File: src/rtl/mod_iq_upconv.sv
// mod_iq_upconv: maps Gray I/Q symbols to 4-level amplitudes, ramps linearly between
// successive symbols and mixes the result onto an fs/4 carrier, one real sample per clock.
module mod_iq_upconv #(
    parameter int SPS_LOG2 = 2,
    parameter int AMP      = 16,
    parameter int OUT_W    = 12
) (
    input  logic                    clk,
    input  logic                    rst_n,
    input  logic [1:0]              sym_i,
    input  logic [1:0]              sym_q,
    input  logic                    sym_stb,
    output logic signed [OUT_W-1:0] dout,
    output logic                    dout_valid
);
    localparam int IW = OUT_W + SPS_LOG2 + 2;
    localparam logic [SPS_LOG2-1:0] K_MAX = '1;

    if (3 * AMP > 2 ** (OUT_W - 1) - 1) begin : g_amp_chk
        $error("mod_iq_upconv: 3*AMP does not fit in OUT_W");
    end

    function automatic logic signed [OUT_W-1:0] map(input logic [1:0] g);
        map = g == 2'b00 ? OUT_W'(-3 * AMP) :
              g == 2'b01 ? OUT_W'(-AMP) :
              g == 2'b11 ? OUT_W'(AMP) : OUT_W'(3 * AMP);
    endfunction

    // Ramp point k+1 of SPS from a toward b; arithmetic shift gives floor rounding.
    function automatic logic signed [OUT_W-1:0] interp(input logic signed [OUT_W-1:0] a,
                                                       input logic signed [OUT_W-1:0] b,
                                                       input logic [SPS_LOG2-1:0] k);
        logic signed [IW-1:0] kp;
        logic signed [IW-1:0] d;
        kp = IW'(k) + IW'(1);
        d = (IW'(b) - IW'(a)) * kp;
        interp = a + OUT_W'(d >>> SPS_LOG2);
    endfunction

    logic signed [OUT_W-1:0] prev_i, prev_q, cur_i, cur_q, s_i, s_q;
    logic [SPS_LOG2-1:0]     k;
    logic [1:0]              p;
    logic                    v1, v2;

    always_ff @(posedge clk) begin
        if (!rst_n) begin
            prev_i     <= '0;
            prev_q     <= '0;
            cur_i      <= '0;
            cur_q      <= '0;
            k          <= K_MAX;
            s_i        <= '0;
            s_q        <= '0;
            p          <= '0;
            v1         <= 1'b0;
            v2         <= 1'b0;
            dout       <= '0;
            dout_valid <= 1'b0;
        end else begin
            if (sym_stb) begin
                prev_i <= cur_i;
                prev_q <= cur_q;
                cur_i  <= map(sym_i);
                cur_q  <= map(sym_q);
                k      <= '0;
            end else if (k != K_MAX) begin
                k <= k + 1'b1;
            end
            s_i        <= interp(prev_i, cur_i, k);
            s_q        <= interp(prev_q, cur_q, k);
            p          <= p + 2'd1;
            dout       <= p == 2'd0 ? s_i : p == 2'd1 ? -s_q : p == 2'd2 ? -s_i : s_q;
            v1         <= v1 | sym_stb;
            v2         <= v1;
            dout_valid <= v2;
        end
    end
endmodule

File: config.mk
export PLATFORM = sky130hd
export DESIGN_NAME = mod_iq_upconv
export DESIGN_NICKNAME = d
export VERILOG_FILES = /design/src/rtl/mod_iq_upconv.sv
export SDC_FILE = /design/constraint.sdc
export NUM_CORES = 1
export LEC_CHECK = 0
export CORE_UTILIZATION = 45
export DETAILED_ROUTE_END_ITERATION = 8
export GPL_TIMING_DRIVEN = 0
export PLACE_DENSITY = 0.59
export SLEW_MARGIN = 0
export SYNTH_ARGS = -nofsm -noshare
export SYNTH_HDL_FRONTEND = slang
export SYNTH_SLANG_ARGS = --single-unit
File: constraint.sdc
create_clock -name clk -period 6.24 [get_ports clk]
set_input_delay 1.248 -clock clk [delete_from_list [all_inputs] [get_ports clk]]
set_output_delay 1.248 -clock clk [all_outputs]
set_load 0.005 [all_outputs]
Yosys cells after proc, flatten, opt, wreduce, memory -nomap -nowiden --
Index checks and enable logic that the tools add are counted.
Word-level totals: register bits 91, bits in latches 0, bits in writable memories 0, ROM bits 0, input bits 7, output and inout bits 13, word-level logic and storage cells 46, memories 0
Cells by class: add/subtract/negate cells 9, $mul 2, divide/modulo/power cells 0, $lt $le $gt $ge 0, equality and inequality tests 7, shift-type cells 0, mux-type cells 11, bitwise logic cells 1, reduce and logical (&&, ||, !) cells 4
Operators by type and width (count):
- $mux W12 | 7
- $mul A13 B4 Y14 | 2
- $sub A12 B12 Y13 | 2
- $add A12 B12 Y12 | 2
- $neg A12 Y12 | 2
- $mux W6 | 2
- $eq A2 B1 Y1 const B | 3
- $eq A2 B2 Y1 const B | 3
- $logic_not A2 Y1 | 3
- $add A2 B1 Y2 const B | 2
- $mux W2 | 2
- $add A2 B1 Y3 const B | 1
- $ne A2 B2 Y1 const B | 1
- $reduce_bool A2 Y1 | 1
- $or A1 B1 Y1 | 1

Longest topological paths before layout --
Gate-level depths: netlist (run 1).
depth in word-level cells 4, gate-level depth with buffers 24

Worst setup path before layout (run 1) --
Ideal clock, no wire load.
path kind register to register, start point register prev_i[4], end point register s_i[11], library setup time 66 ps, data arrival time 4733 ps, required time 6174 ps, slack 1441 ps, cell stages (with the launch flop) 21, path buffers 0, cell sequence dfxtp_1 ha_1 inv_1 fa_1 fa_1 inv_1 fa_1 or2_2 fa_1 inv_1 ha_1 a21o_1 a21oi_1 o21bai_1 a21oi_1 xnor2_1 ha_1 nor4_1 a2bb2oi_1 nor4_1 nand4bb_1
On the way: longest elaborated chain between the ends 3
RTL lines:
- from (decl) | RTL line 40 | logic signed [OUT_W-1:0] prev_i, prev_q, cur_i, cur_q, s_i, s_q;
- from (signal assigned) | RTL line 61 | prev_i <= cur_i;
- $sub A12 B12 Y13 | RTL line 36 | d = (IW'(b) - IW'(a)) * kp;
- $mul A13 B4 Y14 | RTL line 36
- $add A12 B12 Y12 (*) | RTL line 37 | interp = a + OUT_W'(d >>> SPS_LOG2);
- to (signal assigned) | RTL line 69 | s_i <= interp(prev_i, cur_i, k);
- to (decl) | RTL line 40
Every way passes the cells marked *; elsewhere a longest branch is shown, timed or not. A chain may end at the register's enable or synchronous reset.

Worst setup path after layout (run 1) --
Same ends and word-level chain as after synthesis.

==> results of run 1 <==
## placed cells by master, fill, tap and decap left out, drive strengths merged, types with 3 or more instances in the layout
cell,instances
clkdlybuf4s50,15
nor3,9
o21ai,21
fa,24
nor4,9
o22ai,4
or4,3
dfxtp,46
o21bai,7
mux2i,14
and2,20
clkbuf,19
a211oi,12
inv,64
nand3,3
nor2,48
a21o,11
a21oi,21
or2,4
xnor2,15
nor2b,19
xor2,13
nand2b,11
ha,62
nor3b,4
nand2,15
clkinv,3
nand4,4
buf,6
## power by group
group	switching, mW	internal [mW]	leakage (nW)
Sequential	0.0531	0.349	0.380
Clock	0.0981	0.0792	0.0452
Combinational	0.384	0.331	1.88
## critical path: stages, from the launching register on
cell and delay, ns:
dfxtp_1 0.44, ha_1 0.18, inv_1 0.05, fa_1 0.41
fa_1 0.37, inv_1 0.07, fa_1 0.47, or2_2 0.35
fa_1 0.54, inv_1 0.04, ha_1 0.34, a21o_1 0.18
a21oi_1 0.21, o21bai_1 0.10, a21oi_1 0.18, xnor2_1 0.10
ha_1 0.21, nor4_1 0.37, a2bb2oi_1 0.15, nor4_1 0.26
nand4bb_1 0.18
## worst min path at each step
stage	depth (start not counted)	start	endpoint	slack, ns
2_1_floorplan	1	v2	dout_valid	0.41
3_3_place_gp	1	v2	dout_valid	0.42
3_5_place_dp	1	v2	dout_valid	0.43
4_1_cts	1	v2	dout_valid	0.45
5_1_grt	1	v2	dout_valid	0.47
6_report	1	v2	dout_valid	0.44
## kinds of logic after synthesis
family	after synthesis
AND/OR/NAND/NOR	154
AO/OA/AOI/OAI	95
multiplexers	15
adder cells (fa/ha/maj)	86
flip-flops	46
buffers and inverters	84
other	1
XOR/XNOR	30
## registers in the layout, summed over array words and instances, names as in the netlist
signal and cells:
v1 1, p 2, cur_q 2, prev_q 2, cur_i 3, k 2, dout_valid 1, v2 1
s_i 10, dout 10, s_q 9, prev_i 3
## layout make-up
class | instances | area (um2)
timing repair buffer | 15 | 150.1
fill | 934 | 4558
multi-input combinational | 382 | 3167
inverter | 65 | 244.0
sequential | 46 | 920.9
buffer | 19 | 83.83
tap | 129 | 161.4
clock inverter | 2 | 13.76
clock buffer | 6 | 72.57
## per-layer routing
layer | up-vias | wire length (um) | global-route usage [%]
met5 | - | 0 | 0
met4 | 0 | 115 | 3.679
met3 | 9 | 194 | 2.635
met2 | 47 | 4394 | 34.98
met1 | 1591 | 4444 | 24.11
li1 | 1779 | - | -
## stage by stage
| stage | hold WS (ns) | instances | worst slack, ns |
|---|---|---|---|
| 6_report | 0.4422 | 664 | 1.008 |
| 5_1_grt | 0.4685 | 664 | 0.7121 |
| 4_1_cts | 0.4471 | 664 | 1.003 |
| 3_5_place_dp | 0.4266 | 656 | 1.016 |
| 3_3_place_gp | 0.4155 | 656 | 1.084 |
| 2_1_floorplan | 0.4119 | 512 | 1.441 |
==> flow_metrics.py, run 1 <==
metrics = {
    "routing": {
        "drt_pass1_iterations": 4,
        "antenna_left": 0,
        "drt_wl_total_um": 9149,
        "viasPerCell": 5.160,
        "vias": 3426,
        "drc_errors": 0,
        "drt_iter0_drc": 90,
        "wl_per_cell_um": 13.78,
    },
    "yosys": {
        "synth_seq_cells": 46,
        "synth_xor_xnor_area_share_pct": 6.580,
        "synth_cells": 511,
        "synth.largest_area_cell": "dfxtp_1",
        "synth_edf_count": 0,
        "syn_area_per_cell_um2": 8.634,
        "synth_compound_gate_area_share_pct": 14.32,
        "ys.warnings.count": 0,
        "muxShareOfSynthArea_pct": 3.432,
        "synth_top_family_by_area": "adder cells",
        "synthAdderAreaFrac_pct": 28.47,
        "synth_top_flop_cell": "dfxtp_1",
        "synthTopCellsByArea": "dfxtp_1 (21%), ha_1 (18%), fa_1 (11%)",
        "synth_top_area_share_pct": 20.87,
        "synth-simple-area-share_pct": 18.80,
        "async_flop_share_pct": 0,
        "seq_area_frac_synth_pct": 20.87,
        "ys_top_cells_by_count": "inv_1 (64), ha_1 (62), nor2_1 (48)",
        "yosysMostFrequentCell": "inv_1",
        "synth.distinct_cells": 52,
        "synthesis.area_um2": 4412,
    },
    "clock_network": {
        "clk_pin_slew_ns": 0.08,
        "cts_tree": "built",
        "hold_buffers": 0,
        "clockBufferDepth": 2,
        "numCtsBuffers": 5,
        "post_cts_resized": 0,
        "clock_sinks": 46,
        "clock_latency_ns": 0.29,
        "cts_setup_buffers": 0,
        "cts-root-buf": "clkbuf_8",
        "h-tree-depth": 2,
    },
    "layout": {
        "syn2layout_area_growth_pct": 9.104,
        "utilization_pct": 51.36,
        "fin_area_um2": 4813,
        "drive_gt1_share_pct": 4.299,
        "diodes": 0,
        "nets": 627,
    },
    "timing": {
        "post-route-period-util_pct": 83.84,
        "skew_ns": 0.01720,
        "worst_pin_slew_ns": 0.8494,
        "period_needed_ns": 5.232,
        "fin_setup_tns_ns": 0,
        "rsz0062_at_grt": "false",
        "slew_viol_final": 0,
        "finalSetupViolations": 0,
        "fmax_mhz": 191.1,
        "hold_violations": 0,
        "slew_headroom_pct": 42.85,
    },
    "run": {
        "drv_cap": 0,
    },
    "grt": {
        "grt_usage_pct": 19.17,
        "antenna_found_initial": 0,
        "grt_pass1_wl_um": 15310,
        "grt_pass1_vias": 3308,
        "grt_overflow": 0,
        "grt_max_degree": 15,
    },
    "min_path": {
        "min_path_type": "reg2reg",
    },
    "setup_path": {
        "r2r-start": "prev_i[4]",
        "worst_setup_path_end_kind": "flip-flop",
        "critPathKind": "reg2reg",
        "critPathLaunchType": "flip-flop",
        "r2r_slack_ns": 1.01,
        "required_ns": 6.47,
        "reg2reg_depth": 20,
        "worstSetupEndpoint": "s_i[11]",
        "crit_path_start": "prev_i[4]",
        "reg2reg_to": "s_i[11]",
        "worstPathArrival_ns": 5.46,
        "critPathMaxFanout": 5,
    },
    "place": {
        "dp_hpwl_um": 7519,
        "place_area_um2": 4727,
        "portBuffers": 15,
        "place.gp.congestion": 0.8287,
    },
    "run_status": {
        "run_status": "complete, no violations",
    },
    "die": {
        "initial_utilization_pct": 47.08,
        "die_x_um": 101.0,
        "core-area_um2": 9371,
        "pin_count": 20,
        "die_h_um": 101.0,
        "die_area_um2": 10200,
        "core.rowCount": 35,
    },
    "power_and_ir_drop": {
        "power_density_nw_per_um2": 268.9,
        "power.leakage_nw": 2.306,
        "finalPower_mw": 1.294,
        "vdd_drop_max_uv": 105.6,
    },
}
Power figures use the tool's default switching activity.
==> inputs of run 2 (changes only) <==
- clock period: 6.24 -> 5.16 ns (I/O delays scaled with it)
==> flow_metrics.py, run 2 (synthesis results as in run 1) <==
metrics = {
    "run_status": {
        "run_status": "complete, no violations",
    },
    "die": {
        "die_h_um": 101.0,
        "die_x_um": 101.0,
        "initial_utilization_pct": 47.08,
        "core.rowCount": 35,
        "pin_count": 20,
        "die_area_um2": 10200,
        "core-area_um2": 9371,
    },
    "grt": {
        "grt_pass1_wl_um": 15390,
        "grt_max_degree": 15,
        "grt_usage_pct": 19.27,
        "antenna_found_initial": 0,
        "grt_overflow": 0,
        "grt_pass1_vias": 3338,
    },
    "setup_path": {
        "r2r-start": "cur_i[4]",
        "reg2reg_depth": 18,
        "crit_chain": "inv_1, ha_1, fa_1, fa_1, nor2b_1, ha_1, fa_1, fa_1, a21o_1, a21oi_1, o21bai_1, a21oi_1, xnor2_1, ha_1, nor4_1, o2bb2ai_1, nor4_1, nand4bb_1",
        "worstPathArrival_ns": 5.16,
        "crit_path_start": "cur_i[4]",
        "crit_family": "adder cells",
        "critPathKind": "reg2reg",
        "worst_setup_path_end_kind": "flip-flop",
        "reg2reg_to": "s_q[11]",
        "crit_path_top_delay_cell": "fa_1",
        "required_ns": 5.34,
        "critPathLaunchType": "flip-flop",
        "slowest_delay_ns": 0.56,
        "r2r_slack_ns": 0.19,
        "path_common_cell": "fa_1",
        "critical_path_buf_inv_count": 1,
        "critPathMaxFanout": 3,
    },
    "routing": {
        "vias": 3429,
        "wl_per_cell_um": 13.99,
        "drt_wl_total_um": 9287,
        "viasPerCell": 5.164,
        "met1_length_um": 4474,
        "antenna_left": 0,
        "drc_errors": 0,
        "route.met2.wl_um": 4513,
        "top_layer_used": "met4",
        "drt_iter0_drc": 86,
        "wl_met3_um": 170,
        "drt_pass1_iterations": 4,
    },
    "layout": {
        "diodes": 0,
        "multiInputGateArea_um2": 3223,
        "reg.largest.list": "dout x10, s_i x10, s_q x9",
        "fin_area_um2": 4876,
        "layout_commonest_cell": "inv_1",
        "nets": 627,
        "syn2layout_area_growth_pct": 10.52,
        "utilization_pct": 52.03,
        "regArea_um2": 927.1,
        "drive_gt1_share_pct": 7.290,
        "final_cell_mix": "inv_1 (64), ha_1 (62), nor2_1 (46), dfxtp_1 (41), fa_1 (22)",
        "num-fill-cells": 927,
    },
    "timing": {
        "fmax_mhz": 201.0,
        "hold_violations": 0,
        "worst_pin_slew_ns": 0.8447,
        "skew_ns": 0.01758,
        "fin_setup_tns_ns": 0,
        "slew_viol_final": 0,
        "slew_headroom_pct": 43.17,
        "post-route-period-util_pct": 96.41,
        "finalSetupViolations": 0,
        "period_needed_ns": 4.975,
    },
    "place": {
        "place.gp.congestion": 0.8287,
        "portBuffers": 15,
        "dp_hpwl_um": 7519,
        "place_area_um2": 4727,
    },
    "power_and_ir_drop": {
        "power_density_nw_per_um2": 325.0,
        "finalPower_mw": 1.585,
        "power.leakage_nw": 2.320,
        "vdd_drop_max_uv": 128.1,
    },
    "clock_network": {
        "numCtsBuffers": 5,
        "clock_latency_ns": 0.29,
        "hold_buffers": 0,
        "clk_pin_slew_ns": 0.09,
        "cts_tree": "built",
        "clockBufferDepth": 2,
        "h-tree-depth": 2,
        "cts-root-buf": "clkbuf_8",
        "clock_sinks": 46,
    },
    "min_path": {
        "min_path_type": "reg2reg",
        "hold_end": "dout_valid",
        "min_from": "v2",
        "hold_depth": 1,
    },
    "run": {
        "drv_cap": 0,
    },
}
==> run 2: cell counts in the layout (fill, tap and decap cells not counted) <==
Identical to the previous run, type by type.
==> run 2: cell type report <==
class                      count  share of cell area (%)
buffer                        19                   1.719
multi-input combinational    382                   66.10
clock inverter                 2                  0.2823
sequential                    46                   19.01
clock buffer                   6                   1.488
timing repair buffer          15                   3.079
inverter                      65                   5.004
tap                          129                   3.310
==> run 2: worst max path at each step <==
stage / to / cells after the start
detailed placement: s_i[11] / 20
global route: s_q[11] / 18
floorplan: s_i[11] / 20
CTS: s_i[11] / 22
finish: s_q[11] / 18
global placement: s_i[11] / 20
==> run 2: where the power goes <==
part	leakage [nW]	total, mW	internal, mW	switching, mW
Combinational	1.89	0.881	0.407	0.474
Clock	0.0452	0.216	0.0958	0.120
Sequential	0.382	0.488	0.423	0.0651
Total	2.32	1.58	0.926	0.659
==> run 2: metrics by stage <==
stage	hold WS (ns)	worst slack (ns)	instances
floorplan	0.4119	0.3614	512
global placement	0.4155	0.003832	656
detailed placement	0.4266	-0.06413	656
CTS	0.4471	0.01767	664
global route	0.4685	-0.1168	664
finish	0.4420	0.1855	664
==> run 2: per-layer routing <==
metal	track usage, %	vias up
met5	0	-
met4	4.125	0
met3	2.705	10
met2	35.14	42
li1	-	1777
met1	24.06	1600
==> run 2: repair_timing <==
item                       4_1_cts  5_1_grt
setup buffers                    0        0
resized for setup                3       17
pin swaps                        0        4
setup endpoints to repair        1        2
==> inputs of run 3 (changes only) <==
- TNS_END_PERCENT: not set -> 30
==> results of run 3 <==
Same layout as run 2: the final DEF is identical, and so are final timing and power.
